### config.mk
export PLATFORM = sky130hd
export DESIGN_NAME = spi_m_burst_ctrl
export DESIGN_NICKNAME = d
export VERILOG_FILES = /design/src/rtl/spi_m_burst_ctrl_pkg.sv /design/src/rtl/spi_m_burst_ctrl.sv
export SDC_FILE = /design/constraint.sdc
export NUM_CORES = 1
export LEC_CHECK = 0
export BUFFER_PORTS_ARGS = -buffer_cell sky130_fd_sc_hd__buf_2
export CORE_MARGIN = 5
export CORE_UTILIZATION = 58
export DETAILED_ROUTE_END_ITERATION = 8
export GPL_ROUTABILITY_DRIVEN = 0
export PLACE_DENSITY_LB_ADDON = 0.15
export SYNTH_ARGS = -nofsm -noshare
export SYNTH_HDL_FRONTEND = slang
export SYNTH_SLANG_ARGS = --single-unit
### constraint.sdc
create_clock -name clk -period 4.6 [get_ports clk]
set_input_delay 0.69 -clock clk [delete_from_list [all_inputs] [get_ports clk]]
set_output_delay 0.69 -clock clk [all_outputs]
set_load 0.01 [all_outputs]
### src/rtl/spi_m_burst_ctrl_pkg.sv
// Shared definitions for the SPI master burst sequencer: FSM states and
// atmega SPI register bit positions.
package spi_m_burst_ctrl_pkg;

  // Sequencer states. ST_WRDR is the single SPDR write cycle between LOAD and POLL.
  typedef enum logic [3:0] {
    ST_IDLE     = 4'd0,
    ST_CFG      = 4'd1,
    ST_SS_SETUP = 4'd2,
    ST_LOAD     = 4'd3,
    ST_WRDR     = 4'd4,
    ST_POLL     = 4'd5,
    ST_RDDR     = 4'd6,
    ST_RXWAIT   = 4'd7,
    ST_SS_HOLD  = 4'd8,
    ST_ERR      = 4'd9
  } state_t;

  // SPCR bit positions
  localparam int unsigned SPCR_SPIE = 7;
  localparam int unsigned SPCR_SPE  = 6;
  localparam int unsigned SPCR_MSTR = 4;

  // SPSR bit positions
  localparam int unsigned SPSR_SPIF = 7;

  // Master mode, SPI enabled, interrupt left off: the sequencer polls SPIF.
  localparam logic [7:0] SPCR_DEFAULT = 8'((1 << SPCR_SPE) | (1 << SPCR_MSTR));

endpackage

### src/rtl/spi_m_burst_ctrl.sv
// Bus-master sequencer driving the atmega_spi_m register port for
// multi-byte transfers: SPCR setup, chip select, SPDR write, SPIF poll,
// SPDR read-back. TX/RX bytes move on valid/ready streams.
module spi_m_burst_ctrl
  import spi_m_burst_ctrl_pkg::*;
#(
  parameter int unsigned                  BUS_ADDR_DATA_LEN = 6,
  parameter logic [BUS_ADDR_DATA_LEN-1:0] SPCR_ADDR         = BUS_ADDR_DATA_LEN'(0),
  parameter logic [BUS_ADDR_DATA_LEN-1:0] SPSR_ADDR         = BUS_ADDR_DATA_LEN'(1),
  parameter logic [BUS_ADDR_DATA_LEN-1:0] SPDR_ADDR         = BUS_ADDR_DATA_LEN'(2),
  parameter logic [7:0]                   SPCR_VALUE        = SPCR_DEFAULT,
  parameter int unsigned                  LEN_WIDTH         = 8,
  parameter int unsigned                  SS_SETUP_CYC      = 2,
  parameter int unsigned                  SS_HOLD_CYC       = 2,
  parameter int unsigned                  POLL_TIMEOUT      = 1024
) (
  input  logic                         clk,
  input  logic                         rst,
  input  logic                         start,
  input  logic [LEN_WIDTH-1:0]         len,
  output logic                         busy,
  output logic                         done,
  output logic                         err,
  input  logic [7:0]                   tx_data,
  input  logic                         tx_valid,
  output logic                         tx_ready,
  output logic [7:0]                   rx_data,
  output logic                         rx_valid,
  input  logic                         rx_ready,
  output logic                         ss_n,
  output logic [BUS_ADDR_DATA_LEN-1:0] spi_addr,
  output logic                         spi_wr,
  output logic                         spi_rd,
  output logic [7:0]                   spi_wdata,
  input  logic [7:0]                   spi_rdata
);

  localparam int unsigned TMO_W    = $clog2(POLL_TIMEOUT + 1);
  localparam int unsigned WAIT_MAX = (SS_SETUP_CYC > SS_HOLD_CYC) ? SS_SETUP_CYC : SS_HOLD_CYC;
  localparam int unsigned WAIT_W   = (WAIT_MAX > 1) ? $clog2(WAIT_MAX) : 1;

  state_t                         r_state;
  logic [LEN_WIDTH-1:0]           r_cnt;
  logic [TMO_W-1:0]               r_tmo;
  logic [WAIT_W-1:0]              r_wait;
  logic                           r_busy;
  logic                           r_done;
  logic                           r_err;
  logic [7:0]                     r_rx_data;
  logic                           r_rx_valid;
  logic                           r_ss_n;
  logic [BUS_ADDR_DATA_LEN-1:0]   r_spi_addr;
  logic                           r_spi_wr;
  logic                           r_spi_rd;
  logic [7:0]                     r_spi_wdata;

  state_t                         w_nxt_state;
  logic [LEN_WIDTH-1:0]           w_nxt_cnt;
  logic [TMO_W-1:0]               w_nxt_tmo;
  logic [WAIT_W-1:0]              w_nxt_wait;
  logic                           w_nxt_busy;
  logic                           w_nxt_done;
  logic                           w_nxt_err;
  logic [7:0]                     w_nxt_rx_data;
  logic                           w_nxt_rx_valid;
  logic                           w_nxt_ss_n;
  logic [BUS_ADDR_DATA_LEN-1:0]   w_nxt_spi_addr;
  logic                           w_nxt_spi_wr;
  logic                           w_nxt_spi_rd;
  logic [7:0]                     w_nxt_spi_wdata;

  // TX byte is taken in the same cycle it is offered while waiting in LOAD.
  assign tx_ready = (r_state == ST_LOAD) && tx_valid;

  // Next-state, counters and next register values for all outputs.
  always_comb begin
    w_nxt_state     = r_state;
    w_nxt_cnt       = r_cnt;
    w_nxt_tmo       = r_tmo;
    w_nxt_wait      = r_wait;
    w_nxt_done      = 1'b0;
    w_nxt_err       = r_err;
    w_nxt_rx_data   = r_rx_data;
    w_nxt_rx_valid  = r_rx_valid;
    w_nxt_spi_wr    = 1'b0;
    w_nxt_spi_rd    = 1'b0;
    w_nxt_spi_addr  = '0;
    w_nxt_spi_wdata = '0;

    case (r_state)
      ST_IDLE: begin
        if (start) begin
          w_nxt_cnt = len;
          w_nxt_err = 1'b0;
          if (len == '0) begin
            w_nxt_done = 1'b1;
          end else begin
            w_nxt_state = ST_CFG;
          end
        end
      end
      ST_CFG: begin
        w_nxt_state = ST_SS_SETUP;
        w_nxt_wait  = WAIT_W'(SS_SETUP_CYC - 1);
      end
      ST_SS_SETUP: begin
        if (r_wait == '0) begin
          w_nxt_state = ST_LOAD;
        end else begin
          w_nxt_wait = r_wait - WAIT_W'(1);
        end
      end
      ST_LOAD: begin
        if (tx_valid) begin
          w_nxt_state = ST_WRDR;
        end
      end
      ST_WRDR: begin
        w_nxt_state = ST_POLL;
        w_nxt_tmo   = TMO_W'(POLL_TIMEOUT);
      end
      ST_POLL: begin
        if (spi_rdata[SPSR_SPIF]) begin
          w_nxt_state = ST_RDDR;
        end else if (r_tmo == TMO_W'(1)) begin
          w_nxt_state    = ST_ERR;
          w_nxt_err      = 1'b1;
          w_nxt_done     = 1'b1;
          w_nxt_rx_valid = 1'b0;
        end else begin
          w_nxt_tmo = r_tmo - TMO_W'(1);
        end
      end
      ST_RDDR: begin
        w_nxt_rx_data  = spi_rdata;
        w_nxt_rx_valid = 1'b1;
        w_nxt_state    = ST_RXWAIT;
      end
      ST_RXWAIT: begin
        if (rx_ready) begin
          w_nxt_rx_valid = 1'b0;
          w_nxt_cnt      = r_cnt - LEN_WIDTH'(1);
          if (r_cnt == LEN_WIDTH'(1)) begin
            w_nxt_state = ST_SS_HOLD;
            w_nxt_wait  = WAIT_W'(SS_HOLD_CYC - 1);
          end else begin
            w_nxt_state = ST_LOAD;
          end
        end
      end
      ST_SS_HOLD: begin
        if (r_wait == '0) begin
          w_nxt_state = ST_IDLE;
          w_nxt_done  = 1'b1;
        end else begin
          w_nxt_wait = r_wait - WAIT_W'(1);
        end
      end
      ST_ERR: begin
        w_nxt_state = ST_IDLE;
      end
      default: begin
        w_nxt_state = ST_IDLE;
      end
    endcase

    // Bus strobes are registered so they line up with the state being entered.
    case (w_nxt_state)
      ST_CFG: begin
        w_nxt_spi_wr    = 1'b1;
        w_nxt_spi_addr  = SPCR_ADDR;
        w_nxt_spi_wdata = SPCR_VALUE;
      end
      ST_WRDR: begin
        w_nxt_spi_wr    = 1'b1;
        w_nxt_spi_addr  = SPDR_ADDR;
        w_nxt_spi_wdata = tx_data;
      end
      ST_POLL: begin
        w_nxt_spi_rd   = 1'b1;
        w_nxt_spi_addr = SPSR_ADDR;
      end
      ST_RDDR: begin
        w_nxt_spi_rd   = 1'b1;
        w_nxt_spi_addr = SPDR_ADDR;
      end
      default: ;
    endcase

    w_nxt_ss_n = (w_nxt_state == ST_IDLE) || (w_nxt_state == ST_CFG) ||
                 (w_nxt_state == ST_ERR);
    w_nxt_busy = (w_nxt_state != ST_IDLE) && (w_nxt_state != ST_ERR);
  end

  // State, counters and output registers.
  always_ff @(posedge clk or posedge rst) begin
    if (rst) begin
      r_state     <= ST_IDLE;
      r_cnt       <= '0;
      r_tmo       <= '0;
      r_wait      <= '0;
      r_busy      <= 1'b0;
      r_done      <= 1'b0;
      r_err       <= 1'b0;
      r_rx_data   <= '0;
      r_rx_valid  <= 1'b0;
      r_ss_n      <= 1'b1;
      r_spi_addr  <= '0;
      r_spi_wr    <= 1'b0;
      r_spi_rd    <= 1'b0;
      r_spi_wdata <= '0;
    end else begin
      r_state     <= w_nxt_state;
      r_cnt       <= w_nxt_cnt;
      r_tmo       <= w_nxt_tmo;
      r_wait      <= w_nxt_wait;
      r_busy      <= w_nxt_busy;
      r_done      <= w_nxt_done;
      r_err       <= w_nxt_err;
      r_rx_data   <= w_nxt_rx_data;
      r_rx_valid  <= w_nxt_rx_valid;
      r_ss_n      <= w_nxt_ss_n;
      r_spi_addr  <= w_nxt_spi_addr;
      r_spi_wr    <= w_nxt_spi_wr;
      r_spi_rd    <= w_nxt_spi_rd;
      r_spi_wdata <= w_nxt_spi_wdata;
    end
  end

  assign busy      = r_busy;
  assign done      = r_done;
  assign err       = r_err;
  assign rx_data   = r_rx_data;
  assign rx_valid  = r_rx_valid;
  assign ss_n      = r_ss_n;
  assign spi_addr  = r_spi_addr;
  assign spi_wr    = r_spi_wr;
  assign spi_rd    = r_spi_rd;
  assign spi_wdata = r_spi_wdata;

endmodule
==> results of run 1 <==
## area by class of cell
type / instances / area [µm²] / share of cell area, %
multi-input cells: 183 / 1184 / 40.99
clock inverters: 2 / 13.76 / 0.4766
inverters: 10 / 37.54 / 1.300
clock buffers: 6 / 82.58 / 2.860
well taps: 52 / 65.06 / 2.253
flip-flops and latches: 49 / 1227 / 42.50
repair buffers: 55 / 277.8 / 9.619
## worst max-delay path: stages, from the launching register on
cell and delay, ns:
dfrtp_1 0.53, nor2b_1 0.50, and3_1 0.62, a21oi_1 0.46, or3_1 0.45, o21ai_0 0.08
## worst max path at each step
| stage | from | end | slack (ns) | cells past startpoint |
|---|---|---|---|---|
| after global placement | r_state[2] | r_cnt[0] | 2.09 | 5 |
| after CTS | r_state[2] | r_cnt[0] | 1.96 | 5 |
| final | r_state[2] | r_cnt[0] | 1.89 | 5 |
| after global routing | r_state[2] | r_cnt[0] | 1.69 | 5 |
| after detailed placement | r_state[2] | r_cnt[0] | 1.98 | 5 |
| after floorplan | r_state[1] | tx_ready | 2.60 | 4 |
## Yosys cell counts (2+ instances only)
| master | number | area (µm²) |
|---|---|---|
| and2_1 | 7 | 43.79 |
| a211o_1 | 3 | 26.28 |
| nor2_1 | 27 | 101.4 |
| mux2_2 | 8 | 90.09 |
| nor2b_1 | 3 | 18.77 |
| a21oi_1 | 13 | 65.06 |
| xnor2_1 | 7 | 61.31 |
| nor3_1 | 10 | 50.05 |
| or4_1 | 3 | 22.52 |
| nor4_1 | 8 | 50.05 |
| and3_1 | 3 | 18.77 |
| o21ai_0 | 11 | 55.05 |
| o22ai_1 | 3 | 18.77 |
| nor3_2 | 2 | 20.02 |
| o211ai_1 | 2 | 15.01 |
| buf_2 | 6 | 30.03 |
| buf_4 | 4 | 30.03 |
| o22a_1 | 3 | 26.28 |
| inv_1 | 10 | 37.54 |
| nand2_1 | 20 | 75.07 |
| nand3_1 | 6 | 30.03 |
| dfrtp_1 | 48 | 1201 |
| a31oi_1 | 3 | 18.77 |
| nand2b_1 | 4 | 25.02 |
| ha_1 | 4 | 50.05 |
| a21o_1 | 2 | 15.01 |
| clkbuf_1 | 6 | 22.52 |
| or3_1 | 4 | 25.02 |
## flip-flops by register name, indices dropped and copies added (netlist names), 2 cells and up
register and flops:
r_tmo 11, r_cnt 8, rx_data 8, spi_wdata 8, r_state 4, spi_addr 2
## layer usage
metal	wire length (µm)	GRT usage [%]	vias up	part of all wire (%)
met4	72	5.694	0	1.4
met2	2617	31.68	56	49
met3	363	5.332	8	6.8
met1	2274	23.86	943	43
li1	-	-	996	-
met5	0	0	-	0
## through the flow
stage	util, %	power [mW]	cell area (µm²)
2_1_floorplan	-	1.314	2531
3_3_place_gp	65.01	1.494	2791
3_5_place_dp	65.01	1.522	2791
4_1_cts	67.25	1.791	2888
5_1_grt	67.25	1.920	2888
6_report	67.25	1.780	2888
## kinds of logic (layout without fill, tap and decap cells)
group,after synthesis,in the layout
other,1,4
AOI/OAI and AO/OA,52,52
adders and majority gates,4,4
buffers and inverters,26,73
and+or+nand+nor,107,107
muxes,9,9
DFF,49,49
xor gates and xnor gates,7,7
## power by group through the flow
stage | Sequential [mW] | Clock (mW) | Combinational (mW)
after floorplan | 0.733 | 0 | 0.580
after global placement | 0.748 | 0 | 0.746
after detailed placement | 0.757 | 0 | 0.765
after CTS | 0.751 | 0.274 | 0.766
after global routing | 0.781 | 0.292 | 0.847
final | 0.752 | 0.268 | 0.760
==> impl_metrics.csv, run 1 <==
group,metric,value,unit
finish,final_nets,337,
yosys,syn_inst,255,
finish,antenna_cells,0,
timing,finalCritPeriodShare,58.86,%
timing,period_minus_slack,2.707,ns
timing,fmax,0.3694,GHz
clock_tree,cts_resized,0,
floorplan,start_util,58.68,%
yosys,syn_area,0.002520,mm²
critical_path,rrSetupSlack,1.89,ns
clock_tree,hold_buffers,0,
global_routing,grt_pass1_wl,9.004,mm
yosys,synth_top_family_by_area,"simple AND/OR/NAND/NOR gates",
routing,drt_iter0_drc,142,
routing,ant_nets,0,
yosys,yosys.area_share.simple,23.39,%
finish,layout_common_cells,"buf_2 (54), dfrtp_1 (48), nor2_1 (27), nand2_1 (20), a21oi_1 (13)",
timing,drv_slew,0,
power_and_ir_drop,combPwrFrac,42.7,%
clock_tree,postCtsSetupBuffers,0,
timing,rsz0062_at_grt,"no",
global_routing,grt_max_degree,50,
yosys,synth_seq_area_share,48.71,%
place,port_buffers,54,
power_and_ir_drop,seqPwrFrac,42.3,%
critical_path,timing.rr.end,"r_cnt[0]",
floorplan,die_h,75.92,µm
routing,viasPerCell,5.611,
min_path,min_to,"rx_data[2]",
clock_tree,htreeDepth,2,
timing,setup_slack,1.893,ns
finish,fillCellCount,337,
timing,hold_ws,0.5068,ns
timing,slew_headroom,30.97,%
routing,wl_per_cell,14.92,µm
yosys,synth-edff-count,0,
power_and_ir_drop,total_leakage_power,1.386,nW
place,dp_hpwl,3.932,mm
timing,fin_setup_tns,0,ns
routing,drc,0,
clock_tree,max-clock-path-buffers,2,
floorplan,num_rows,24,
floorplan,ios,59,
critical_path,worstSetupPathType,"reg2reg",
routing,drtPass1Iterations,4,
global_routing,grt_pass1_vias,1908,
yosys,synth_compound_area_share,14.60,%
yosys,async_reset_ff_share,100.0,%
job,cap_violations,0,
yosys,synth_warnings,0,
clock_tree,cts_tree,"yes",
finish,drive_gt1_share,27.21,%
power_and_ir_drop,powerDensity,616.3,mW/mm²
critical_path,ff2ff_path_depth,5,
floorplan,design.die.area,0.005763,mm²
global_routing,antenna_found_initial,0,
yosys,synthDistinctLibCells,53,
clock_tree,root_buffer,"clkbuf_8",
clock_tree,cts_made_buffers,5,
critical_path,arrival,2.94,ns
timing,setup_viol,0,
power_and_ir_drop,max-vdd-ir-drop,0.0002891,V
clock_tree,clk-insertion-delay-late,0.31,ns
min_path,min_from,"rx_data[2]",
floorplan,coreArea,0.004294,mm²
timing,fin_skew,0.008897,ns
critical_path,startpoint_type,"register",
yosys,synthFlopType,"dfrtp_1",
yosys,synth_adder_area_share,1.986,%
min_path,min_delay_path_depth,1,
finish,area_growth,14.60,%
power_and_ir_drop,p_clk_share,15.0,%
place,dp_slack,1.975,ns
clock_tree,clkSlewWorstSetupHoldPaths,0.09,ns
global_routing,track_usage,18.99,%
yosys,synth-seq-cells,49,
place,place_inst,349,
status,status,"complete, no violations",
routing,detail_route.wirelength,5.327,mm
clock_tree,cts_sinks,49,
finish,layout.cells.non_filler,357,
power_and_ir_drop,switching_share,40.62,%
critical_path,crit_required,4.83,ns
finish,final_common_cell,"buf_2",
min_path,hp-class,"reg2reg",
routing,num_vias,2003,
global_routing,overflow,0,
critical_path,rr_startpoint,"r_state[2]",
power_and_ir_drop,internal_power,1.057,mW
timing,tightest_slew,1.035,ns
power_and_ir_drop,p_sw,723.0,µW
yosys,synth_mux_area_share,3.972,%
critical_path,timing.critical_path.to_type,"register",
timing,hold_viol,0,
floorplan,die_x,75.92,µm
critical_path,cp_max_fo,16,
yosys,syn_avg_cell_area,9.882,µm²
yosys,synth_xor_area_share,2.433,%
No activity file was read; power rests on OpenSTA's default activity.
==> inputs of run 2 (changes only) <==
CORE_UTILIZATION = 48   (was 58)
clock period = 2.4 ns   (was 4.6 ns; I/O delays follow)
==> run 2 against run 1 <==
  * Sequential share of layout area down 1.7 points
  * Combinational power up 100%
  * Sequential power up 90%
  * Register-to-register slack worse by 1.7 ns
  * Clock power up 96%
  * Via count up 3.2%
  * Clock skew up 0.0032 ns
  * Total power up 97%
  * Global-route usage down 0.33 points
  * Maximum frequency up 23%
  * Highest routed layer unchanged
==> impl_metrics.csv, run 2 (same netlist as run 1, synthesis figures left out) <==
group,metric,value,unit
routing,ant_nets,0,
critical_path,slowest_delay,0.71,ns
min_path,min_from,"tx_data[1]",
timing,fin_skew,0.01213,ns
finish,layout_common_cells,"buf_2 (54), dfrtp_1 (48), nor2_1 (27), nand2_1 (20), a21oi_1 (13)",
critical_path,critical_path_buf_inv_count,0,
min_path,min_delay_path_depth,2,
critical_path,cp_max_fo,8,
critical_path,slowest_stage,"or4_1",
finish,multi_input_area,0.001184,mm²
critical_path,worst_path_dominant_cell_family,"simple AND/OR/NAND/NOR gates",
min_path,hp-class,"in2reg",
timing,setup_viol,0,
floorplan,coreArea,0.005107,mm²
power_and_ir_drop,combPwrFrac,44.3,%
timing,fin_setup_tns,0,ns
power_and_ir_drop,p_clk_share,15.0,%
routing,detail_route.wirelength,5.701,mm
global_routing,grt_max_degree,21,
floorplan,design.die.area,0.006799,mm²
place,dp_slack,0.2243,ns
finish,fin_util,58.84,%
power_and_ir_drop,power.total,3.501,mW
status,status,"complete, no violations",
power_and_ir_drop,p_sw,1.404,mW
clock_tree,clkSlewWorstSetupHoldPaths,0.10,ns
clock_tree,cts_tree,"yes",
critical_path,ff2ff_path_depth,5,
clock_tree,cts_resized,0,
critical_path,worstPathCellList,"or4_1 -> or3_1 -> nor3_2 -> nor2_1 -> nor2_1",
timing,rsz0062_at_grt,"no",
finish,final_common_cell,"buf_2",
clock_tree,root_buffer,"clkbuf_8",
finish,area_growth,19.27,%
timing,drv_slew,0,
timing,slew_headroom,67.20,%
finish,top_register,"r_tmo",
routing,drtPass1Iterations,4,
finish,final_nets,349,
routing,num_vias,2067,
power_and_ir_drop,max-vdd-ir-drop,0.0006070,V
routing,drc,0,
global_routing,grt_pass1_wl,9.577,mm
place,port_buffers,54,
timing,finalCritPeriodShare,91.45,%
clock_tree,htreeDepth,2,
floorplan,die_x,82.46,µm
clock_tree,max-clock-path-buffers,2,
timing,setup_slack,0.2053,ns
global_routing,grt_pass1_vias,2000,
job,cap_violations,0,
floorplan,start_util,49.34,%
routing,wl_per_cell,14.73,µm
power_and_ir_drop,powerDensity,1165,mW/mm²
finish,largest_register_ffs,11,
power_and_ir_drop,internal_power,2.096,mW
global_routing,track_usage,18.66,%
clock_tree,clk-insertion-delay-late,0.31,ns
finish,antenna_cells,0,
timing,tightest_slew,0.4874,ns
finish,drive_gt1_share,29.65,%
critical_path,rr_startpoint,"r_tmo[2]",
critical_path,timing.rr.end,"err",
min_path,min_to,"spi_wdata[1]",
floorplan,num_rows,26,
power_and_ir_drop,total_leakage_power,1.441,nW
timing,hold_viol,0,
finish,regArea,0.001227,mm²
critical_path,timing.critical_path.to_type,"register",
critical_path,startpoint_type,"register",
routing,drt_iter0_drc,87,
floorplan,die_h,82.46,µm
power_and_ir_drop,switching_share,40.12,%
finish,fillCellCount,485,
critical_path,rrSetupSlack,0.21,ns
power_and_ir_drop,seqPwrFrac,40.7,%
critical_path,crit_top_cell,"nor2_1",
global_routing,antenna_found_initial,0,
timing,period_minus_slack,2.195,ns
critical_path,crit_required,2.64,ns
critical_path,worstSetupPathType,"reg2reg",
critical_path,arrival,2.43,ns
routing,viasPerCell,5.341,
floorplan,ios,59,
timing,fmax,0.4556,GHz
global_routing,overflow,0,
clock_tree,cts_made_buffers,5,
place,dp_hpwl,4.392,mm
clock_tree,cts_sinks,49,
## run 2: cell count changes in the layout (fill, tap and decap cells not counted)
| cell | previous run | this run |
|---|---|---|
| buf_4 | 1 | 12 |
| clkinv_2 | 1 | 0 |
| clkinv_4 | 1 | 0 |
| clkinvlp_4 | 0 | 1 |
| dlygate4sd3_1 | 0 | 1 |
| inv_6 | 0 | 1 |
## run 2: metrics by stage
stage	instances	cell area, µm²	hold slack (ns)
after CTS	387	3005	0.2414
final	387	3005	0.2521
after detailed placement	378	2897	0.3208
after global routing	387	3005	0.2354
after floorplan	258	2531	0.4737
after global placement	378	2897	0.3176
## run 2: how the worst max path moves through the flow
stage,startpoint,end,slack (ns),depth (start not counted)
CTS,r_tmo[2],err,0.20,5
global route,r_tmo[2],err,0.10,5
finish,r_tmo[2],err,0.21,5
detailed placement,r_tmo[2],err,0.22,5
floorplan,r_tmo[2],r_tmo[9],0.40,6
global placement,r_tmo[2],err,0.28,5
## run 2: power by group through the flow
stage	registers, mW	logic, mW	clock network [mW]
after global placement	1.43	1.54	0
after floorplan	1.41	1.11	0
after CTS	1.43	1.57	0.540
after detailed placement	1.44	1.57	0
final	1.43	1.55	0.524
after global routing	1.48	1.74	0.578
## run 2: worst reg2reg max path, cell delays in order (launching register included)
cell	delay, ns
dfrtp_1	0.42
or4_1	0.71
or3_1	0.48
nor3_2	0.35
nor2_1	0.07
nor2_1	0.10
## run 2: layout make-up
| class | count | area share [%] |
|---|---|---|
| multi-input combinational | 183 | 39.38 |
| clock buffer | 6 | 2.748 |
| clock inverter | 2 | 0.5412 |
| timing repair buffer | 67 | 12.32 |
| tap | 70 | 2.914 |
| sequential | 49 | 40.84 |
| inverter | 10 | 1.249 |
## run 2: timing repair
action | in CTS | in global routing
buffers inserted | 0 | 0
setup endpoints to repair | 0 | 0
hold buffers | 1 | 0
endpoints found under the hold margin | 12 | 0
## run 2: per-layer routing
metal,GRT usage [%],part of all wire (%),up-vias
met2,32.13,53,36
met4,7.641,2.0,0
met1,22.53,43,1003
met3,4.013,2.9,11
met5,0,0,-
li1,-,-,1017
==> inputs of run 3 (changes only) <==
CELL_PAD_IN_SITES_DETAIL_PLACEMENT = 0   (was default)
CELL_PAD_IN_SITES_GLOBAL_PLACEMENT = 1   (was default)
CORE_UTILIZATION = 37   (was 48)
SETUP_SLACK_MARGIN = 0.1   (was default)
==> run 3 against run 2 <==
  * Hold slack worse by 0.17 ns
  * Critical endpoint is now busy
  * Highest routed layer unchanged
  * Die area up 26%
  * Worst setup slack better by 0.14 ns
  * Clock skew down 0.0068 ns
  * Clock power down 4.6%
  * Critical path depth unchanged
  * Cell count up 2.3%
  * Combinational power up 3%
==> impl_metrics.csv, run 3 (same netlist as run 1, synthesis figures left out) <==
group,metric,value,unit
clock_tree,postCtsSetupBuffers,0,
clock_tree,cts_tree,"yes",
global_routing,antenna_found_initial,0,
critical_path,startpoint_type,"register",
finish,multi_input_area,0.001194,mm²
status,status,"complete, no violations",
critical_path,worstSetupPathType,"reg2reg",
timing,slew_headroom,65.77,%
critical_path,timing.critical_path.to_type,"register",
finish,antenna_cells,0,
critical_path,ff2ff_path_depth,5,
job,cap_violations,0,
finish,largest_register_ffs,11,
routing,num_vias,2027,
finish,final_nets,348,
finish,area_growth,19.81,%
clock_tree,hold_buffers,0,
finish,fin_util,44.93,%
critical_path,timing.rr.end,"busy",
finish,layout_common_cells,"buf_2 (54), dfrtp_1 (48), nor2_1 (27), nand2_1 (20), a21oi_1 (13)",
routing,detail_route.wirelength,5.982,mm
routing,drtPass1Iterations,5,
critical_path,arrival,2.24,ns
timing,period_minus_slack,2.057,ns
min_path,hp-class,"in2async",
critical_path,slowest_delay,0.63,ns
finish,drive_gt1_share,29.75,%
timing,hold_ws,0.08082,ns
timing,fin_skew,0.005325,ns
power_and_ir_drop,powerDensity,1159,mW/mm²
finish,top_register,"r_tmo",
power_and_ir_drop,total_leakage_power,1.440,nW
critical_path,startpoint,"r_tmo[8]",
routing,drt_iter0_drc,59,
critical_path,cp_max_fo,5,
timing,fmax,0.4863,GHz
global_routing,grt_max_degree,29,
place,dp_hpwl,4.490,mm
routing,wl_per_cell,15.11,µm
clock_tree,clk-insertion-delay-late,0.30,ns
power_and_ir_drop,max-vdd-ir-drop,0.0004419,V
routing,drc,0,
floorplan,design.die.area,0.008561,mm²
timing,setup_viol,0,
critical_path,worstPathCellList,"or4_1 -> nor3_4 -> o2111ai_2 -> a2111oi_4 -> a31oi_1",
critical_path,slowest_stage,"or4_1",
critical_path,rr_startpoint,"r_tmo[8]",
floorplan,die_h,92.53,µm
clock_tree,cts_made_buffers,5,
clock_tree,cts_sinks,49,
timing,fin_setup_tns,0,ns
timing,setup_slack,0.3435,ns
critical_path,crit_required,2.59,ns
floorplan,coreArea,0.006719,mm²
place,dpl_cell_area,0.002922,mm²
timing,tightest_slew,0.5127,ns
routing,ant_nets,0,
critical_path,rrSetupSlack,0.34,ns
place,dp_slack,0.2336,ns
clock_tree,clkSlewWorstSetupHoldPaths,0.10,ns
timing,hold_viol,0,
finish,final_common_cell,"buf_2",
finish,regArea,0.001227,mm²
global_routing,grt_pass1_wl,9.970,mm
timing,finalCritPeriodShare,85.69,%
floorplan,ios,59,
floorplan,start_util,37.50,%
routing,viasPerCell,5.119,
timing,rsz0062_at_grt,"no",
clock_tree,root_buffer,"clkbuf_8",
clock_tree,max-clock-path-buffers,2,
finish,final_area,0.003019,mm²
global_routing,grt_pass1_vias,2028,
place,port_buffers,54,
clock_tree,cts_resized,0,
floorplan,die_x,92.53,µm
timing,drv_slew,0,
finish,fillCellCount,673,
clock_tree,htreeDepth,2,
floorplan,num_rows,30,
global_routing,overflow,0,
global_routing,track_usage,14.47,%
## run 3: layer usage
layer | wire (µm) | vias up | global-route usage [%] | share of wire, %
li1 | - | 1015 | - | -
met1 | 2654 | 971 | 18.07 | 44
met2 | 3058 | 34 | 25.56 | 51
met3 | 218 | 7 | 3.249 | 3.6
met4 | 51 | 0 | 2.970 | 0.85
met5 | 0 | - | 0 | 0
## run 3: layout make-up
class	count	share of cell area, %
Clock buffer	6	2.404
Multi-Input combinational cell	183	39.54
Inverter	10	1.243
Timing Repair Buffer	66	12.35
Sequential cell	49	40.65
Tap cell	80	3.315
Clock inverter	2	0.4973
## run 3: per-stage QoR
step	instances	power, mW
finish	396	3.499
CTS	396	3.539
global placement	388	3.019
detailed placement	388	3.029
global route	396	3.797
floorplan	258	2.518
## run 3: worst max path at each step
stage,end,slack [ns],cells after the start
floorplan,r_tmo[9],0.40,6
detailed placement,err,0.23,5
finish,busy,0.34,5
CTS,err,0.18,5
global route,r_tmo[5],0.23,6
global placement,err,0.26,5
## run 3: critical path, delay by kind of cell, from the launching register on
kind               cells  cell delay (ns)
DFF                    1             0.44
and+or+nand+nor        2             0.86
AOI/OAI and AO/OA      3             0.65
## run 3: where the power goes
| group | internal, mW | switching, mW |
|---|---|---|
| clock network | 0.206 | 0.293 |
| logic | 0.740 | 0.849 |
| registers | 1.14 | 0.272 |
| total | 2.09 | 1.41 |
